==> src/rtl/shift_pkg.sv <==
// Shared definitions for the universal shift register: mode encodings and
// the width of the shift counter.
package shift_pkg;

   localparam logic [1:0] MODE_HOLD = 2'b00;
   localparam logic [1:0] MODE_SHL  = 2'b01;
   localparam logic [1:0] MODE_SHR  = 2'b10;
   localparam logic [1:0] MODE_LOAD = 2'b11;

   // Enough bits to count 0..width.
   function automatic int cw_of(input int width);
      return $clog2(width + 1);
   endfunction

endpackage

==> src/rtl/univ_shift_reg.sv <==
// Universal shift register: hold / shift-left / shift-right / parallel load,
// with a shift counter that pulses frame_done on every WIDTH-th shift.
module univ_shift_reg
   import shift_pkg::*;
#(
   parameter int               WIDTH   = 8,
   parameter logic [WIDTH-1:0] RST_VAL = '0,
   localparam int              CW      = cw_of(WIDTH)
) (
   input  logic             clk,
   input  logic             rst,
   input  logic             en,
   input  logic [1:0]       mode,
   input  logic             si_l,
   input  logic             si_r,
   input  logic [WIDTH-1:0] pdata_in,
   output logic [WIDTH-1:0] q,
   output logic             so_l,
   output logic             so_r,
   output logic [CW-1:0]    shift_cnt,
   output logic             frame_done
);

   localparam logic [CW-1:0] LAST_CNT = CW'(WIDTH - 1);

   logic [WIDTH-1:0] shl_val;
   logic [WIDTH-1:0] shr_val;

   // A single-bit register has no neighbours; serial input replaces it outright.
   generate
      if (WIDTH == 1) begin : g_w1
         assign shl_val = si_l;
         assign shr_val = si_r;
      end else begin : g_wn
         assign shl_val = {q[WIDTH-2:0], si_l};
         assign shr_val = {si_r, q[WIDTH-1:1]};
      end
   endgenerate

   assign so_l = q[WIDTH-1];
   assign so_r = q[0];

   always_ff @(posedge clk) begin
      if (rst) begin
         q <= RST_VAL;
      end else if (en) begin
         case (mode)
            MODE_SHL:  q <= shl_val;
            MODE_SHR:  q <= shr_val;
            MODE_LOAD: q <= pdata_in;
            default:   q <= q;
         endcase
      end
   end

   // Both shift directions count toward the same frame; LOAD restarts it.
   always_ff @(posedge clk) begin
      if (rst) begin
         shift_cnt  <= '0;
         frame_done <= 1'b0;
      end else if (!en) begin
         frame_done <= 1'b0;
      end else begin
         case (mode)
            MODE_SHL, MODE_SHR: begin
               if (shift_cnt == LAST_CNT) begin
                  shift_cnt  <= '0;
                  frame_done <= 1'b1;
               end else begin
                  shift_cnt  <= shift_cnt + CW'(1);
                  frame_done <= 1'b0;
               end
            end
            MODE_LOAD: begin
               shift_cnt  <= '0;
               frame_done <= 1'b0;
            end
            default: frame_done <= 1'b0;
         endcase
      end
   end

endmodule

==> config.mk <==
export PLATFORM = sky130hd
export DESIGN_NAME = univ_shift_reg
export DESIGN_NICKNAME = d
export VERILOG_FILES = /design/src/rtl/shift_pkg.sv /design/src/rtl/univ_shift_reg.sv
export SDC_FILE = /design/constraint.sdc
export NUM_CORES = 1
export LEC_CHECK = 0
export ABC_AREA = 1
export ABC_CLOCK_PERIOD_IN_PS = 1700
export CORE_MARGIN = 2
export CORE_UTILIZATION = 41
export DETAILED_ROUTE_END_ITERATION = 7
export PLACE_DENSITY = 0.77
export SYNTH_ARGS = -nofsm -noshare
export SYNTH_HDL_FRONTEND = slang
export SYNTH_SLANG_ARGS = --single-unit
==> constraint.sdc <==
create_clock -name clk -period 1.7 [get_ports clk]
set_clock_uncertainty 0.15 [all_clocks]
set_input_delay 0.51 -clock clk [delete_from_list [all_inputs] [get_ports clk]]
set_output_delay 0.51 -clock clk [all_outputs]
set_load 0.05 [all_outputs]
Yosys cells after proc, flatten, opt, wreduce, memory -nomap -nowiden
Index checks and enable logic that the tools add are counted.

Output and inout bits: 15. Input port bits: 15. Flip-flop bits (word level): 13.

$add $sub $neg: 1. Reductions and logical operators: 6. Equality and inequality tests: 4. Bitwise gates (word level): 2. Mux-type cells: 4.

Operators with widths (count): case mux 8 bit (3 select lines) (1); case mux 4 bit (2 select lines) (1); adder 4 x 1 -> 4 bit, second input constant (1); equality test 2 bit, second input constant (2); equality test 4 x 3 -> 1 bit, second input constant (1); 2-to-1 mux 4 bit (1); AND reduction 2 bit (2); nonzero test 3 bit (1); OR reduction 3 bit (1); equality test 2 x 1 -> 1 bit, second input constant (1); NOT 1 bit (2); nonzero test 2 bit (1); OR reduction 2 bit (1); 2-to-1 mux 1 bit (1).

Longest topological paths before layout
Word-level depth: 4. Mapped depth: 8.

Least setup slack after synthesis
No wires, ideal clock.

Kind: register -> output. Start point: register q[0]. End point: output q[0]. Cell stages (with the launch flop): 2. Path slack: 0.108 ns. Data required time: 1.040 ns. Arrival: 0.932 ns. Path through: dfxtp_1 -> buf_4.

RTL lines: start, declared (line univ_shift_reg.sv:17) `output logic [WIDTH-1:0] q,`; start signal, assigned (line univ_shift_reg.sv:48) `MODE_SHL: q <= shl_val;`; start signal, assigned (line univ_shift_reg.sv:49) `MODE_SHR: q <= shr_val;`; start signal, assigned (line univ_shift_reg.sv:50) `MODE_LOAD: q <= pdata_in;`.

No word-level cell between the ends.

Worst setup path after layout
Start point: register q[7]. End point: output q[7].

No word-level cell between the ends.

==> run summary <==
Status - completed
Setup CP Type - register to output pin
FF-to-FF End - shift_cnt[3]
Commonest cells after routing, fill and taps aside - nand2_1 (25), buf_12 (15), dfxtp_1 (13)
Gpl congestion - 0.7799
Post-CTS Setup Repair Bufs - 0
HP Start - q[3]
Global route overflow - 0
Number of global-route vias before repair - 783
Final Non-Filler Cells - 154
Port Buf Inserts - 29
Syn_nets - 119
Fill count - 115
Reg-to-reg setup timing slack - 0.25 ns
Placed instance count - 149
Delay-heaviest family, CP - flip-flops
DRT iter0 DRCs - 36
Cells after Synth - 100
R2r worst-path depth - 6
Critical path arrival - 0.95 ns
Worst R2R Start - shift_cnt[0]
TritonCTS Buffers - 3
CP max FO - 4
Final worst-path cycle share - 0.9473
Synth Warn # - 0
Global-route wire length before repair - 3.229 mm
N_diodes - 0
Max Cap Viol - 0
Slew HR - 0.8135
Worst skew pair latency - 0.29 ns
Clock root cell - clkbuf_4
Total wire length - 2.063 mm
Critical Path Max Stage Delay - 0.49 ns
TritonRoute pass-1 iters - 4
Power consumption - 0.0008646 W
Area occupied by multi-input gates - 425.4 um2
Mapped Area - 725.7 um2
Final HPWL from detailed placement - 1.476 mm
Commonest non-fill, non-tap cell in the layout - nand2_1
Antenna violations before repair - 0
Pre-CTS setup slack - -0.4809 ns
Worst Hold Depth - 2
# setup viols final - 0
Max Fclk - 0.6210 GHz
Hold violation total from the final report - 0
Worst Hold End - q[2]
RSZ-0062 raised after global routing - no
Pwr/cell area - 677.5 mW/mm2
Setup WS post-layout - 0.08958 ns
Slowest cell on the critical path - dfxtp_1
DRT antenna net count - 0
Die X - 46.07 um
CTS sink count - 13
Starting Density - 0.4296
Post-synthesis area per instance - 7.257 um2
Leak - 0.5233 nW
Layout cells sized above 1 - 0.2993
Via count of the routed design - 831
Global Route Usage Sum - 0.2135
Die area - 0.002122 mm2
Register area - 260.3 um2
CTS Hold Bufs - 0
Row cnt - 15
Die H - 46.07 um
Distinct cell type count of the synthesized netlist - 18
Crit. End Element - output pin
Crit path time final - 1.610 ns
Clk buf depth - 2
CTS tree - done
Peak supply drop - 567.0 uV
Top-level port count - 30
Count of final max-slew check failures - 0
CORE AREA - 0.001689 mm2
Yosys reg bits - 13
Drt wl/cell - 13.40 um
Register area share after synthesis - 0.3586
Largest net degree at the start of global routing - 12
Worst hold slack - 0.4045 ns
Layout net count - 157
DRC Markers - 0
Vias per cell - 5.396
CP cell instances - buf_12
Data required time of the worst path - 1.04 ns
Clock transition at path regs - 0.08 ns
CP Launch Type - register
Area grow syn2layout - 75.86%
H-tree lvl count - 1
CP bufs+invs - 1
Min-delay worst type - register to register
Worst Tran Pin Value - 0.2794 ns
==> kinds of logic (layout without fill, tap and decap cells) <==
family                     count (synthesis)  after routing  share of synthesized area
AOI/OAI and AO/OA                         26             26                     0.2017
adders and majority gates                  4              4                    0.06897
buffers and inverters                     15             51                     0.1155
DFF                                       13             13                     0.3586
and+or+nand+nor                           42             43                     0.2552
==> sequential cells by signal (all words and copies together), names as in the netlist <==
signal      flops
frame_done      1
shift_cnt       4
q               8
==> cell type report <==
type	count	share of cell area
Tap cell	17	0.01667
Timing Repair Buffer	38	0.3990
Sequential cell	13	0.2039
Inverter	9	0.02647
Multi-Input combinational cell	73	0.3333
Clock buffer	4	0.02059
==> worst register-to-register path, stage by stage (launching register included) <==
cell	delay (ns)
dfxtp_1	0.47
ha_1	0.24
nand2_1	0.11
nor2_1	0.17
nor2_2	0.07
nand2_1	0.08
a21oi_1	0.07
==> metal layers <==
metal | vias up | wire, um | part of all wire | GRT usage
met5 | - | 0 | 0 | 0
met4 | 0 | 16 | 0.0078 | 0.09143
met3 | 2 | 128 | 0.062 | 0.03922
met2 | 33 | 1083 | 0.52 | 0.3500
met1 | 387 | 835 | 0.40 | 0.2716
li1 | 409 | - | - | -
==> timing repair <==
action | CTS | global route
resized for setup | 13 | 0
setup endpoints to repair | 12 | 3
pin swaps | 6 | 1
gates cloned | 0 | 1
==> stage by stage <==
| stage | utilization | TNS, ns | cell area [um2] |
|---|---|---|---|
| finish | 0.7556 | 0 | 1276 |
| global route | 0.7556 | 0 | 1276 |
| CTS | 0.7519 | 0 | 1270 |
| detailed placement | 0.7133 | -5.062 | 1205 |
| global placement | 0.7133 | -4.305 | 1205 |
| floorplan | - | 0 | 725.7 |
==> synth_stat cells <==
master    number  share of area
inv_1          7          0.036
a21oi_1       11          0.076
o21ai_1        7          0.048
nand3_1        5          0.034
buf_6          2          0.031
buf_4          3          0.031
nand2_2        1         0.0086
nor3_1         1         0.0069
ha_1           4          0.069
a211oi_2       1          0.017
a31oi_1        7          0.060
nand4_1        1         0.0086
nor2_4         2          0.031
nand2_1       26           0.13
buf_2          1         0.0069
dfxtp_1       13           0.36
inv_2          2          0.010
nor2_1         6          0.031
==> power by group <==
part           switching (W)  internal (W)
Sequential         0.0000319      0.000322
Combinational       0.000155      0.000152
Clock               0.000112     0.0000914
==> worst max path at each step <==
stage | start | end | slack (ns) | cells past startpoint
floorplan | q[0] | q[0] | 0.11 | 1
global placement | mode[0] | q[5] | -0.39 | 9
detailed placement | mode[0] | q[5] | -0.48 | 9
CTS | en | q[4] | 0.07 | 5
global route | en | shift_cnt[3] | 0.04 | 5
finish | q[7] | q[7] | 0.09 | 1
No activity file was read; power rests on OpenSTA's default activity.
